### config.mk
export PLATFORM = sky130hd
export DESIGN_NAME = nibble_serial_adder
export DESIGN_NICKNAME = d
export VERILOG_FILES = /design/src/rtl/nibble_serial_adder.sv
export SDC_FILE = /design/constraint.sdc
export NUM_CORES = 1
export LEC_CHECK = 0
export BUFFER_PORTS_ARGS = -buffer_cell sky130_fd_sc_hd__buf_2
export CORE_ASPECT_RATIO = 1.4
export CORE_MARGIN = 10
export CORE_UTILIZATION = 55
export CTS_BUF_LIST = sky130_fd_sc_hd__clkbuf_4
export CTS_CLUSTER_SIZE = 16
export DETAILED_ROUTE_END_ITERATION = 12
export GPL_TIMING_DRIVEN = 0
export HOLD_SLACK_MARGIN = 0.08
export PLACE_DENSITY_LB_ADDON = 0.05
export SYNTH_ARGS = -nofsm -noshare
export SYNTH_HDL_FRONTEND = slang
export SYNTH_HIERARCHICAL = 1
export SYNTH_SLANG_ARGS = --single-unit
export TNS_END_PERCENT = 10
### constraint.sdc
create_clock -name clk -period 3.75 [get_ports clk]
set_input_delay 0.1875 -clock clk [delete_from_list [all_inputs] [get_ports clk]]
set_output_delay 0.1875 -clock clk [all_outputs]
set_load 0.01 [all_outputs]
### src/rtl/nibble_serial_adder.sv
// Multi-cycle WIDTH-bit adder: streams operand nibbles LSB-first through one
// 4-bit adder with a registered carry, one nibble per clock.

module adder_4_bit (
  input  logic [3:0] A,
  input  logic [3:0] B,
  input  logic       Cin,
  output logic [3:0] S,
  output logic       Cout
);
  assign {Cout, S} = {1'b0, A} + {1'b0, B} + {4'b0000, Cin};
endmodule

// state | meaning
// IDLE  | waiting for start; operands latched on acceptance
// RUN   | one nibble per clock through the 4-bit adder, carry held in c_r
// DONE  | result registered, done pulses for one cycle
module nibble_serial_adder #(
  parameter int WIDTH = 16
) (
  input  logic             clk,
  input  logic             rst,
  input  logic             start,
  input  logic [WIDTH-1:0] a,
  input  logic [WIDTH-1:0] b,
  input  logic             cin,
  output logic             busy,
  output logic             done,
  output logic [WIDTH-1:0] sum,
  output logic             cout,
  output logic             overflow
);
  localparam int NIB = WIDTH / 4;
  localparam int CW  = (NIB > 1) ? $clog2(NIB) : 1;

  typedef enum logic [1:0] {IDLE, RUN, DONE} state_t;

  state_t           state;
  logic [WIDTH-1:0] a_r;
  logic [WIDTH-1:0] b_r;
  logic [WIDTH-5:0] w_r;
  logic             c_r;
  logic [CW-1:0]    cnt;
  logic [3:0]       a_nib;
  logic [3:0]       b_nib;
  logic [3:0]       s_nib;
  logic             c_nib;
  logic             last;

  assign a_nib = a_r[4*cnt +: 4];
  assign b_nib = b_r[4*cnt +: 4];
  assign last  = (cnt == CW'(NIB - 1));

  adder_4_bit u_add (
    .A    (a_nib),
    .B    (b_nib),
    .Cin  (c_r),
    .S    (s_nib),
    .Cout (c_nib)
  );

  always_ff @(posedge clk) begin
    if (rst) begin
      state    <= IDLE;
      a_r      <= '0;
      b_r      <= '0;
      w_r      <= '0;
      c_r      <= 1'b0;
      cnt      <= '0;
      busy     <= 1'b0;
      done     <= 1'b0;
      sum      <= '0;
      cout     <= 1'b0;
      overflow <= 1'b0;
    end else begin
      case (state)
        IDLE: begin
          done <= 1'b0;
          if (start) begin
            a_r   <= a;
            b_r   <= b;
            c_r   <= cin;
            cnt   <= '0;
            busy  <= 1'b1;
            state <= RUN;
          end
        end
        RUN: begin
          c_r <= c_nib;
          cnt <= cnt + 1'b1;
          if (last) begin
            // Top nibble goes straight to sum; w_r only holds the lower nibbles.
            sum      <= {s_nib, w_r};
            cout     <= c_nib;
            overflow <= (a_r[WIDTH-1] == b_r[WIDTH-1]) && (s_nib[3] != a_r[WIDTH-1]);
            done     <= 1'b1;
            state    <= DONE;
          end else begin
            w_r[4*cnt +: 4] <= s_nib;
          end
        end
        DONE: begin
          done  <= 1'b0;
          busy  <= 1'b0;
          state <= IDLE;
        end
        default: begin
          done  <= 1'b0;
          busy  <= 1'b0;
          state <= IDLE;
        end
      endcase
    end
  end
endmodule

After elaboration in Yosys (flattened, before gate mapping)
Cells that the tools add are included.

Output and inout bits: 20. Register bits: 69. Input bits: 36. Word-level logic and storage cells: 47.

Bitwise gates (word level): 2. $add $sub $neg: 4. Reduce and logical (&&, ||, !) cells: 10. Muxes and demuxes: 10. Equal/unequal tests: 6. Shifts and indexed selects: 4.

Operators by type and width (count): negator 4 -> 34 bit (1); variable shift 4 x 34 -> 12 bit (first input constant) (1); indexed part select 4 x 34 -> 12 bit (1); indexed part select 16 x 5 -> 4 bit (2); bitwise mux 12 bit (1); AND reduction 2 bit (6); case mux 2 bit (2 select lines) (2); two-way mux 2 bit (3); adder 4 x 4 -> 5 bit (1); adder 5 x 1 -> 5 bit (1); != test 2 bit (second input constant) (2); case mux 1 bit (2 select lines) (2); adder 2 x 1 -> 2 bit (second input constant) (1); == test 2 x 1 -> 1 bit (second input constant) (1); == test 2 bit (second input constant) (1); zero test 2 bit (1); two-way mux 1 bit (2); NOT 1 bit (2); nonzero test 2 bit (1); OR reduction 2 bit (1); == test 1 bit (1); logical AND 1 bit (1); != test 1 bit (1).

Logic depth before layout (Yosys ltp)
Depth in word-level cells: 5. Depth in mapped cells: 10. Mapped depth without buffers: 9.

By module
Netlist, hierarchy kept.

Modules (own cells, without submodules): nibble_serial_adder (area an instance 2867.8 µm², times used 1, sequential area each 1381.3 µm², cells an instance 317); adder_4_bit (area an instance 143.9 µm², times used 1, sequential area each 0.0 µm², cells an instance 16).

Worst setup path before layout
Ideal clock, no wire load.

Kind: reg2reg. Start: register cnt[0]. End: register overflow. Setup time: 132 ps. Period minus slack after synthesis: 2659 ps. Required time: 3618 ps. Stages on the path, launching flop included: 10. Path buffers: 1. Path slack: 1091 ps. Data arrival time: 2527 ps. Path through: dfxtp_1 > buf_2 > mux4_2 > fa_1 > a21o_1 > a21oi_2 > xnor2_1 > and3b_1 > a211oi_1 > nor3_1.

Longest elaborated chain between the ends: 5. Elaborated cells on any way between the ends: 8. Classes of those cells: add/sub: 2; eq/ne: 2; shift: 2; reduce/logical: 2.

RTL lines: start, declared (line 43) `logic [CW-1:0] cnt;`; start signal, assigned (line 90) `cnt <= cnt + 1'b1;`; indexed part select 16 x 5 -> 4 bit (line 50) `assign a_nib = a_r[4*cnt +: 4];`; via a_nib[0] (line 44) `logic [3:0] a_nib;`; adder 4 x 4 -> 5 bit (line 11) `assign {Cout, S} = {1'b0, A} + {1'b0, B} + {4'b0000, Cin};`; adder 5 x 1 -> 5 bit (line 11); via s_nib[3] (line 46) `logic [3:0] s_nib;`; != test 1 bit (line 95) `overflow <= (a_r[WIDTH-1] == b_r[WIDTH-1]) && (s_nib[3] != a_r[WIDTH-1]);`; logical AND 1 bit (line 95); end signal, assigned (line 95); end, declared (line 31) `output logic overflow`.

The timed path passes the listed nets, and every way through them passes these cells. A chain may end at the register's enable or synchronous reset.

Worst setup path after layout
Ends and elaborated chain as after synthesis.

==> impl_metrics.tcl <==
set metrics [dict create \
    status "finished, final reports clean" \
    r2r-end "overflow" \
    cts_hold_buf 32 \
    drc 0 \
    hold_violations 0 \
    critPathCaptureType "flip-flop" \
    dr.pass1.iters 4 \
    clk_latency_ns 0.43 \
    async_reset_ff_frac 0 \
    path_cells "buf_2 > mux4_2 > fa_1 > a21o_1 > a21oi_2 > xnor2_1 > and3b_1 > a211oi_1 > nor3_1" \
    crit_cells 9 \
    clock_path_buffers 2 \
    fin_crit_ns 3.03 \
    multi_input_area_sq_mm 0.00138 \
    netlist_top_cells_area "dfxtp_1 (46%), nand2_1 (12%), a21oi_1 (8.3%)" \
    drt-vias-per-instance 5.13 \
    required_ns 4.04 \
    yosysWarnings 6 \
    crit_start "cnt[0]" \
    cp_top_family "compound AO/OA/AOI/OAI gates" \
    synth_common_cells "nand2_1 (97), dfxtp_1 (69), a21oi_1 (50), inv_1 (21), o32ai_1 (12)" \
    worst-setup-path-type "flip-flop to flip-flop" \
    syn2layout_area_growth_pct 27.3 \
    min_path_type "input port to flip-flop" \
    cp_max_fo 10 \
    yosysSeqAreaShare 0.459 \
    yosysUniqueCellTypes 36 \
    setup_tns_ns 0 \
    grt.total_usage 0.171 \
    synth-edff-count 0 \
    io_buffers 54 \
    slew_headroom 0.650 \
    r2r-start "cnt[0]" \
    clkTransAtPathRegs_ns 0.11 \
    cts-buffers-inserted 9 \
    rsz0062_at_grt "false" \
    start_kind "flip-flop" \
    cts_resized 0 \
    post_cts_buffers 0 \
    reg2reg_slack_ns 0.72 \
    syn_area_sq_mm 0.00301 \
    routedWlPerCell_um 14.2 \
    dp_hpwl_mm 5.24 \
    arrival_ns 3.32 \
    timing.critical_path.buf_inv 1 \
    wirelength_mm 7.12 \
    die_h_um 108 \
    die_w_um 82.5 \
    cts_root_buf "clkbuf_4" \
    cts.sink_count 69 \
    nNetsFinal 476 \
    ios 56 \
    core_sq_mm 0.00524 \
    crit_end "overflow" \
    busiest_layer "met2" \
    grt_pass1_vias 2572 \
    grt_max_degree 12 \
    setup_slack_ns 0.724 \
    p_leak_nw 1.62 \
    register_area_sq_mm 0.00138 \
    yosys_register_bits 69 \
    globalplace.congestion 0.816 \
    grt_util_met2 0.300 \
    grtUsageMet1 0.182 \
    grtUsageMet3 0.0410 \
    finalCritPeriodShare 0.807 \
    drive_gt1_frac 0.228 \
    start_util 0.575 \
    design_area_sq_mm 0.00383 \
    avgSynthCellArea_sq_um 9.04 \
    skew_ns 0.00907 \
    antenna_left 0 \
    layout.cells.non_filler 501 \
    setup_viol 0 \
    critPathMaxStageDelay_ns 0.58 \
    maxSlewViolCount 0 \
    syn-num-nets 379 \
    vias 2569 \
    placed_cells 453 \
    rows 31 \
    cts_tree "yes" \
    cap_violations 0 \
    fill_cells 411 \
    dieArea_sq_mm 0.00888 \
    h-tree-depth 3 \
    grt_pass1_wl_mm 11.8 \
    p_per_area_mw_per_mm2 392 \
    netlist.area_leader.share 0.459 \
    grt-ovfl-total 0 \
    peakVddDrop_uv 320 \
    grt_antenna_before_repair 0 \
    max_freq_mhz 330 \
    synth-main-ff-cell "dfxtp_1" \
    synth_cells 333 \
    synth_largest_area_cell "dfxtp_1" \
    cp_slowest_cell "mux4_2" \
    antenna_cells 0 \
    synth_most_common_cell "nand2_1" \
    place_ws_ns 0.727 \
    r2r_cells 9 \
    worstMarginPinSlew_ns 0.525 \
    place_area_sq_mm 0.00336 \
    drt_iter0_drc 109 \
]
## cell usage in the layout (no fill, tap or decap), types with 2 or more instances in the layout
cell type / instances
clkbuf_4: 9
fa_1: 2
bufinv_16: 2
nor2b_1: 3
nor2_1: 7
ha_1: 8
nor3_1: 2
nand2b_1: 5
buf_6: 9
and3b_1: 2
nand4_2: 3
buf_2: 59
o32ai_1: 12
clkbuf_1: 5
and4bb_1: 2
dlygate4sd3_1: 32
nand2_1: 97
mux4_2: 8
inv_1: 21
buf_4: 3
o21ai_0: 3
a21oi_1: 50
clkinv_1: 4
xnor2_1: 2
dfxtp_1: 69
## area by class of cell
type,instances,share of cell area
Tap cell,66,0.0215
Sequential cell,69,0.360
Multi-Input combinational cell,221,0.361
Inverter,21,0.0206
Timing Repair Buffer,86,0.154
Clock inverter,7,0.0209
Buffer,22,0.0437
Clock buffer,9,0.0176
## metrics by stage
| step | total power, mW | utilization | hold WS, ns |
|---|---|---|---|
| 3_3_place_gp | 0.970 | 0.643 | 0.428 |
| 5_1_grt | 1.57 | 0.732 | 0.148 |
| 6_report | 1.50 | 0.732 | 0.125 |
| 3_5_place_dp | 0.975 | 0.643 | 0.433 |
| 4_1_cts | 1.50 | 0.732 | 0.126 |
| 2_1_floorplan | 0.916 | - | 0.323 |
## worst min path at each step
stage,startpoint,end,slack (ns),cells after the start
CTS,start,busy,0.13,3
finish,start,busy,0.12,3
global placement,b[13],b_r[13],0.43,3
global route,start,busy,0.15,3
floorplan,b[8],b_r[8],0.32,2
detailed placement,a[5],a_r[5],0.43,3
## flip-flops by register name, summed over array words and instances, names as in the netlist, 2 cells and up
register,cells
a_r,16
b_r,16
sum,16
w_r,12
cnt,2
state,2
## cells by family after synthesis
logic type               synth area share
AO/OA/AOI/OAI                       0.141
XOR/XNOR                          0.00582
AND/OR/NAND/NOR                     0.203
multiplexers                       0.0631
flip-flops                          0.459
adder cells (fa/ha/maj)            0.0465
buffers and inverters              0.0818
## worst register-to-register path, stage by stage, from the launching register on
cell	delay (ns)
dfxtp_1	0.37
buf_2	0.32
mux4_2	0.59
fa_1	0.49
a21o_1	0.21
a21oi_2	0.15
xnor2_1	0.22
and3b_1	0.22
a211oi_1	0.25
nor3_1	0.08
## layer usage
layer | up-vias | wire (um)
met5 | - | 0
met2 | 52 | 3770
met3 | 15 | 400
met4 | 0 | 180
met1 | 1189 | 2770
li1 | 1313 | -
## where the power goes
part           total, mW  internal [mW]  switching, mW
sequential         0.774          0.760         0.0144
clock              0.520          0.261          0.259
combinational      0.210          0.103          0.107
total               1.50           1.12          0.381
No activity file was read; power rests on OpenSTA's default activity.
